$ cat src/rtl/irq_ctrl.sv
`default_nettype none
// ============================================================================
// Module   : irq_ctrl
// Purpose  : Aggregates NUM_IRQS asynchronous interrupt sources into one
//            active-high irq_out. IE/IP/RAW/CFG live on the shared 5-bit CSR
//            bus, and a holdoff gap follows every acknowledge.
// Option   : IRQ_CTRL_LEVEL_EN -- adds per-source level mode via CFG (+3)
// Revision : 1.0  initial release
// ============================================================================
module irq_ctrl #(
    parameter logic [4:0] BASE_ADDR      = 5'h08,
    parameter int         NUM_IRQS       = 8,
    parameter int         HOLDOFF_CYCLES = 16
) (
    input  logic                clk,
    input  logic                rst_n,
    input  logic [4:0]          csr_a,
    input  logic [7:0]          csr_di,
    input  logic                csr_we,
    output logic [7:0]          csr_do,
    input  logic [NUM_IRQS-1:0] irq_in,
    output logic                irq_out
);

    localparam logic [4:0] c_addr_ie  = BASE_ADDR;
    localparam logic [4:0] c_addr_ip  = BASE_ADDR + 5'd1;
    localparam logic [4:0] c_addr_raw = BASE_ADDR + 5'd2;
    localparam logic [4:0] c_addr_cfg = BASE_ADDR + 5'd3;

    localparam logic [7:0] c_hold_load = 8'(HOLDOFF_CYCLES - 1);

    localparam logic [1:0] c_st_idle    = 2'd0;
    localparam logic [1:0] c_st_assert  = 2'd1;
    localparam logic [1:0] c_st_holdoff = 2'd2;

    logic [NUM_IRQS-1:0] sync1_q, sync1_d;
    logic [NUM_IRQS-1:0] sync2_q, sync2_d;
    logic [NUM_IRQS-1:0] prev_q,  prev_d;
    logic [NUM_IRQS-1:0] ie_q,    ie_d;
    logic [NUM_IRQS-1:0] ip_q,    ip_d;
    logic [1:0]          state_q, state_d;
    logic [7:0]          cnt_q,   cnt_d;

    logic [NUM_IRQS-1:0] w_edge;
    logic [NUM_IRQS-1:0] w_set;
    logic [NUM_IRQS-1:0] w_clr;
    logic                w_wr_ie;
    logic                w_wr_ip;
    logic                w_active;
    logic [7:0]          w_ie_rd;
    logic [7:0]          w_ip_rd;
    logic [7:0]          w_raw_rd;
    logic [7:0]          w_cfg_rd;

`ifdef IRQ_CTRL_LEVEL_EN
    logic [NUM_IRQS-1:0] cfg_q, cfg_d;
    logic                w_wr_cfg;
`endif

    // ------------------------------------------------------------------
    // Register state
    // ------------------------------------------------------------------
    always_ff @(posedge clk or negedge rst_n) begin
        if (!rst_n) begin
            sync1_q <= '0;
            sync2_q <= '0;
            prev_q  <= '0;
            ie_q    <= '0;
            ip_q    <= '0;
        end else begin
            sync1_q <= sync1_d;
            sync2_q <= sync2_d;
            prev_q  <= prev_d;
            ie_q    <= ie_d;
            ip_q    <= ip_d;
        end
    end

`ifdef IRQ_CTRL_LEVEL_EN
    always_ff @(posedge clk or negedge rst_n) begin
        if (!rst_n) begin
            cfg_q <= '0;
        end else begin
            cfg_q <= cfg_d;
        end
    end
`endif

    // ------------------------------------------------------------------
    // Synchroniser, edge detect, pending and enable update
    // ------------------------------------------------------------------
    always_comb begin
        sync1_d = irq_in;
        sync2_d = sync1_q;
        prev_d  = sync2_q;

        w_edge  = sync2_q & ~prev_q;
        w_wr_ie = csr_we && (csr_a == c_addr_ie);
        w_wr_ip = csr_we && (csr_a == c_addr_ip);

`ifdef IRQ_CTRL_LEVEL_EN
        w_wr_cfg = csr_we && (csr_a == c_addr_cfg);
        cfg_d    = cfg_q;
        if (w_wr_cfg) begin
            cfg_d = csr_di[NUM_IRQS-1:0];
        end
        // Level sources re-set every cycle the input is high.
        w_set = (w_edge & ~cfg_q) | (sync2_q & cfg_q);
`else
        w_set = w_edge;
`endif

        ie_d = ie_q;
        if (w_wr_ie) begin
            ie_d = csr_di[NUM_IRQS-1:0];
        end

        w_clr = '0;
        if (w_wr_ip) begin
            w_clr = csr_di[NUM_IRQS-1:0];
        end
        // OR-ing the set term last lets a same-cycle set beat the W1C.
        ip_d = (ip_q & ~w_clr) | w_set;

        w_active = |(ip_q & ie_q);
    end

    // ------------------------------------------------------------------
    // CSR read mux (zero when not addressed, for bus OR-combining)
    // ------------------------------------------------------------------
    always_comb begin
        w_ie_rd  = '0;
        w_ip_rd  = '0;
        w_raw_rd = '0;
        w_cfg_rd = '0;
        w_ie_rd[NUM_IRQS-1:0]  = ie_q;
        w_ip_rd[NUM_IRQS-1:0]  = ip_q;
        w_raw_rd[NUM_IRQS-1:0] = sync2_q;
`ifdef IRQ_CTRL_LEVEL_EN
        w_cfg_rd[NUM_IRQS-1:0] = cfg_q;
`endif

        case (csr_a)
            c_addr_ie:  csr_do = w_ie_rd;
            c_addr_ip:  csr_do = w_ip_rd;
            c_addr_raw: csr_do = w_raw_rd;
            c_addr_cfg: csr_do = w_cfg_rd;
            default:    csr_do = 8'h00;
        endcase
    end

    // ------------------------------------------------------------------
    // Output FSM: state register
    // ------------------------------------------------------------------
    always_ff @(posedge clk or negedge rst_n) begin
        if (!rst_n) begin
            state_q <= c_st_idle;
            cnt_q   <= '0;
        end else begin
            state_q <= state_d;
            cnt_q   <= cnt_d;
        end
    end

    // Next state: any IP write acknowledges, even with zero data.
    always_comb begin
        state_d = state_q;
        cnt_d   = cnt_q;
        case (state_q)
            c_st_idle: begin
                if (w_active) begin
                    state_d = c_st_assert;
                end
            end
            c_st_assert: begin
                if (w_wr_ip) begin
                    state_d = c_st_holdoff;
                    cnt_d   = c_hold_load;
                end else if (!w_active) begin
                    state_d = c_st_idle;
                end
            end
            c_st_holdoff: begin
                if (cnt_q == 8'd0) begin
                    state_d = c_st_idle;
                end else begin
                    cnt_d = cnt_q - 8'd1;
                end
            end
            default: begin
                state_d = c_st_idle;
            end
        endcase
    end

    // Output decode
    always_comb begin
        irq_out = (state_q == c_st_assert);
    end

endmodule
`default_nettype wire
$ cat config.mk
export PLATFORM = sky130hd
export DESIGN_NAME = irq_ctrl
export DESIGN_NICKNAME = d
export VERILOG_FILES = /design/src/rtl/irq_ctrl.sv
export SDC_FILE = /design/constraint.sdc
export NUM_CORES = 1
export LEC_CHECK = 0
export CAP_MARGIN = 20
export CORE_ASPECT_RATIO = 0.75
export CORE_MARGIN = 1.5
export CORE_UTILIZATION = 30
export CTS_CLUSTER_DIAMETER = 120
export DETAILED_ROUTE_END_ITERATION = 8
export PLACE_DENSITY_LB_ADDON = 0.08
export SETUP_SLACK_MARGIN = 0.02
export SKIP_CTS_REPAIR_TIMING = 1
export SLEW_MARGIN = 30
export SYNTH_ARGS = -nofsm -noshare
export SYNTH_HDL_FRONTEND = slang
export SYNTH_SLANG_ARGS = --single-unit
$ cat constraint.sdc
create_clock -name clk -period 3.4 [get_ports clk]
set_input_delay 0.51 -clock clk [delete_from_list [all_inputs] [get_ports clk]]
set_output_delay 0.51 -clock clk [all_outputs]
set_load 0.005 [all_outputs]
### Word-level counts from Yosys, hierarchy flattened

Index checks and enable logic that the tools add are counted.

* reduce and logical (&&, ||, !) cells: 8
* bitwise gates (word level): 6
* equal/unequal tests: 10
* add/sub/neg operators: 1
* multiplexer cells: 10

Operator list (count)
* $and A8 B8 Y8: 3
* $mux W8: 3
* $pmux W8 S3: 1
* $not A8 Y8: 2
* $pmux W8 S2: 1
* $eq A5 B4 Y1 const B: 3
* $logic_not A8 Y1: 1
* $mux W2: 4
* $or A8 B8 Y8: 1
* $reduce_or A8 Y1: 1
* $sub A8 B1 Y8 const B: 1
* $ne A2 B2 Y1 const B: 3
* $pmux W2 S3: 1
* $reduce_and A3 Y1: 2
* $ne A3 B3 Y1 const B: 1
* $eq A2 B1 Y1 const B: 1
* $eq A2 B2 Y1 const B: 1
* $logic_and A1 B1 Y1: 2
* $logic_not A2 Y1: 1
* $ne A2 B1 Y1 const B: 1
* $reduce_bool A2 Y1: 1

* word-level logic and storage cells: 42
* register bits: 50
* input port bits: 24
* output and inout bits: 9

### Logic depth before layout (Yosys ltp)

* depth in word-level cells: 6
* gate-level depth with buffers: 7
* depth with buffers taken out: 6

### Worst setup path before layout

Ideal clock, no wire load.

* path kind: input-to-output
* from: input port csr_a[2]
* to: output port csr_do[0]
* required time: 2.890 ns
* buffers on the path: 0
* arrival time: 1.664 ns
* cell stages on the path: 4
* path slack: 1.226 ns
* cell sequence: nand2b_1 nor4b_1 a222oi_1 inv_1

* word-level cells in the longest chain between the ends: 2
* elaborated cells on any way between the ends: 4
* classes of those cells: eq/ne: 3; mux: 1

RTL lines
* start: declaration: RTL line 17 `input logic [4:0] csr_a,`
* $eq A5 B4 Y1: RTL line 143 `case (csr_a)`
* $pmux W8 S3 *: RTL line 143
* end: declaration: RTL line 20 `output logic [7:0] csr_do,`

Mark *: on every way between the ends. The rest lies on a longest branch, timed or not.

### Final worst setup path

* from: input port csr_a[4]
* to: output port csr_do[6]

Same word-level chain as after synthesis.

==> results.json <==
{
  "reg2reg_from": "cnt_q[0]$_DFFE_PN0P_",
  "cp-start-kind": "primary input",
  "power_leakage_nw": 1.207,
  "drive_gt1_frac": 0.1302,
  "port_buffers": 32,
  "via_per_inst": 4.904,
  "placementRows": 26,
  "cts-buffers-inserted": 5,
  "ys_ff_latch": 50,
  "clk_pin_slew_ns": 0.09,
  "synth_top_area_frac": 0.5807,
  "final_core_util": 0.3894,
  "crit_type": "in2out",
  "drv_slew": 0,
  "cp_data_required_time_ns": 2.89,
  "worstSkewPairLatency_ns": 0.30,
  "dieArea_sq_um": 7704,
  "synth_seq_area_share": 0.5807,
  "period_needed_ns": 3.107,
  "synth_edf_count": 0,
  "hold_viol": 0,
  "setup_viol_count_final": 0,
  "grt_use_total": 0.1293,
  "crit_fanout": 8,
  "tightest_slew_ns": 0.6396,
  "swShare": 0.2914,
  "cp.arrival_ns": 2.60,
  "grt_max_degree": 51,
  "die_w_um": 100.9,
  "yosysWarnings": 0,
  "drc_errors": 0,
  "status": "finished clean",
  "cts_buffer_depth": 2,
  "clockPowerShare": 0.262,
  "cp-endpoint": "csr_do[6]",
  "postSynthAreaPerCell_sq_um": 12.10,
  "ir_drop_v": 0.0001881,
  "gp_congestion": 0.7479,
  "seq_power_share": 0.531,
  "grt_pass1_wl_mm": 7.783,
  "power_density_nw_per_um2": 479.2,
  "rsz0062_at_grt": "false",
  "critPathCaptureType": "primary output",
  "place_hpwl_mm": 3.203,
  "synth_cell_types": 43,
  "fmax_mhz": 321.8,
  "initial_utilization": 0.3139,
  "holdWs_ns": 0.2219,
  "drv_cap": 0,
  "slew_headroom": 0.5704,
  "insertedDiodeCount": 0,
  "ioPinCount": 33,
  "clock_skew_ns": 0.004004,
  "cts_tree": "done",
  "fin_area_sq_um": 2673,
  "drtIter0Drc": 121,
  "rr_endpoint": "state_q[1]$_DFFE_PN0P_",
  "worstSetupStartpoint": "csr_a[4]",
  "core_area_sq_um": 6864,
  "grt_antenna_before_repair": 0,
  "hp-class": "in2async",
  "reg2reg_depth": 6,
  "synth-main-ff-cell": "dfrtp_1",
  "wl_met2_mm": 1.915,
  "synth.net_count": 207,
  "layout.nets": 244,
  "top_layer": "met4",
  "final_antenna_net_count": 0,
  "grt-ovfl-total": 0,
  "synth_area_leaders": "dfrtp_1 (58%), mux2_2 (4.2%), inv_1 (3.8%)",
  "finalPower_mw": 1.281,
  "htree_levels": 2,
  "yosysTopAreaCell": "dfrtp_1",
  "synth_area_sq_um": 2155,
  "areaGrowthSynthToFinish_pct": 24.04,
  "dr.pass1.iters": 5,
  "fin_tns_setup_ns": 0,
  "cts_root_buf": "clkbuf_8",
  "die_height_um": 76.39,
  "postPlaceCellArea_sq_um": 2590,
  "wl_mm": 4.593,
  "p_switching_uw": 373.2,
  "timing.final.crit_share": 0.9139,
  "vias": 1535,
  "dr_wl_met3_um": 249,
  "synthArstFlopShare": 1.000,
  "wl_met1_mm": 2.368,
  "internal-power_uw": 907.4,
  "reg2reg_slack_ns": 1.48,
  "syn_inst": 178,
  "cts_sinks": 50,
  "grt_pass1_vias": 1541,
  "p_comb_frac": 0.207,
  "post_drt_wl_per_cell_um": 14.67
}
placed cells by master, fill, tap and decap left out, drive strengths merged, types with 5 or more instances in the layout:
cell           count
ha                 5
nor2               5
dfrtp             50
a22o               9
clkdlybuf4s50     31
a222oi             8
mux2               9
nand2             14
o21ai              5
clkbuf             5
inv               23
nand3              5
worst max-delay path: stages:
cell and delay, ns:
clkdlybuf4s50_1 0.47, or4b_4 0.59, nor2_1 0.11, buf_4 0.18, a222oi_1 0.13, inv_1 0.11
clkdlybuf4s50_1 0.50
layer usage:
| metal | up-vias | GRT usage |
|---|---|---|
| met5 | - | 0 |
| met4 | 0 | 0.04789 |
| met3 | 7 | 0.03853 |
| met2 | 41 | 0.1777 |
| met1 | 763 | 0.1899 |
| li1 | 724 | - |
flip-flops by register name, summed over array words and instances (netlist names):
| name | cells |
|---|---|
| ip_q | 8 |
| ie_q | 8 |
| sync1_q | 8 |
| prev_q | 8 |
| prev_d | 8 |
| cnt_q | 8 |
| state_q | 2 |
logic make-up (layout without fill, tap and decap cells):
family                     after synthesis  after routing  share of synthesized area
AOI/OAI and AO/OA                       41             41                     0.1614
adders and majority gates                5              5                    0.02904
buffers and inverters                   27             64                    0.05110
DFF                                     50             50                     0.5807
muxes                                    9              9                    0.04704
and+or+nand+nor                         46             46                     0.1307
cell usage after synthesis, drive strengths merged (3+ instances only):
| master | count |
|---|---|
| a222oi | 8 |
| o21ai | 5 |
| nand2 | 14 |
| dfrtp | 50 |
| a22o | 9 |
| a22oi | 4 |
| ha | 5 |
| buf | 3 |
| nor2 | 5 |
| mux2 | 9 |
| inv | 22 |
| and3 | 4 |
| nand3 | 5 |
worst min path at each step:
stage                                 to  depth (start not counted)
floorplan           cnt_q[0]$_DFFE_PN0P_                          0
global placement     prev_d[1]$_DFF_PN0_                          0
detailed placement   prev_d[3]$_DFF_PN0_                          0
CTS                  prev_q[4]$_DFF_PN0_                          1
global route         prev_d[4]$_DFF_PN0_                          1
finish               prev_q[4]$_DFF_PN0_                          1
area by class of cell:
class                           instances  area (sq um)
Clock buffer                            5         68.82
Clock inverter                          2         13.76
Fill cell                             672          4192
Inverter                               22         82.58
Multi-Input combinational cell        101         793.3
Sequential cell                        50          1251
Tap cell                               98         122.6
Timing Repair Buffer                   35         340.3
power groups by stage:
stage | combinational, mW | sequential (mW) | clock (mW)
6_report | 0.265 | 0.680 | 0.336
5_1_grt | 0.295 | 0.687 | 0.380
4_1_cts | 0.267 | 0.680 | 0.357
3_5_place_dp | 0.264 | 0.692 | 0
3_3_place_gp | 0.260 | 0.690 | 0
2_1_floorplan | 0.172 | 0.681 | 0
per-stage QoR:
step	std cells	worst slack, ns
detailed placement	306	0.3165
global route	313	0.1968
CTS	313	0.2925
finish	313	0.2928
floorplan	178	1.226
global placement	306	0.3259
(Power assumes the default switching activity.)
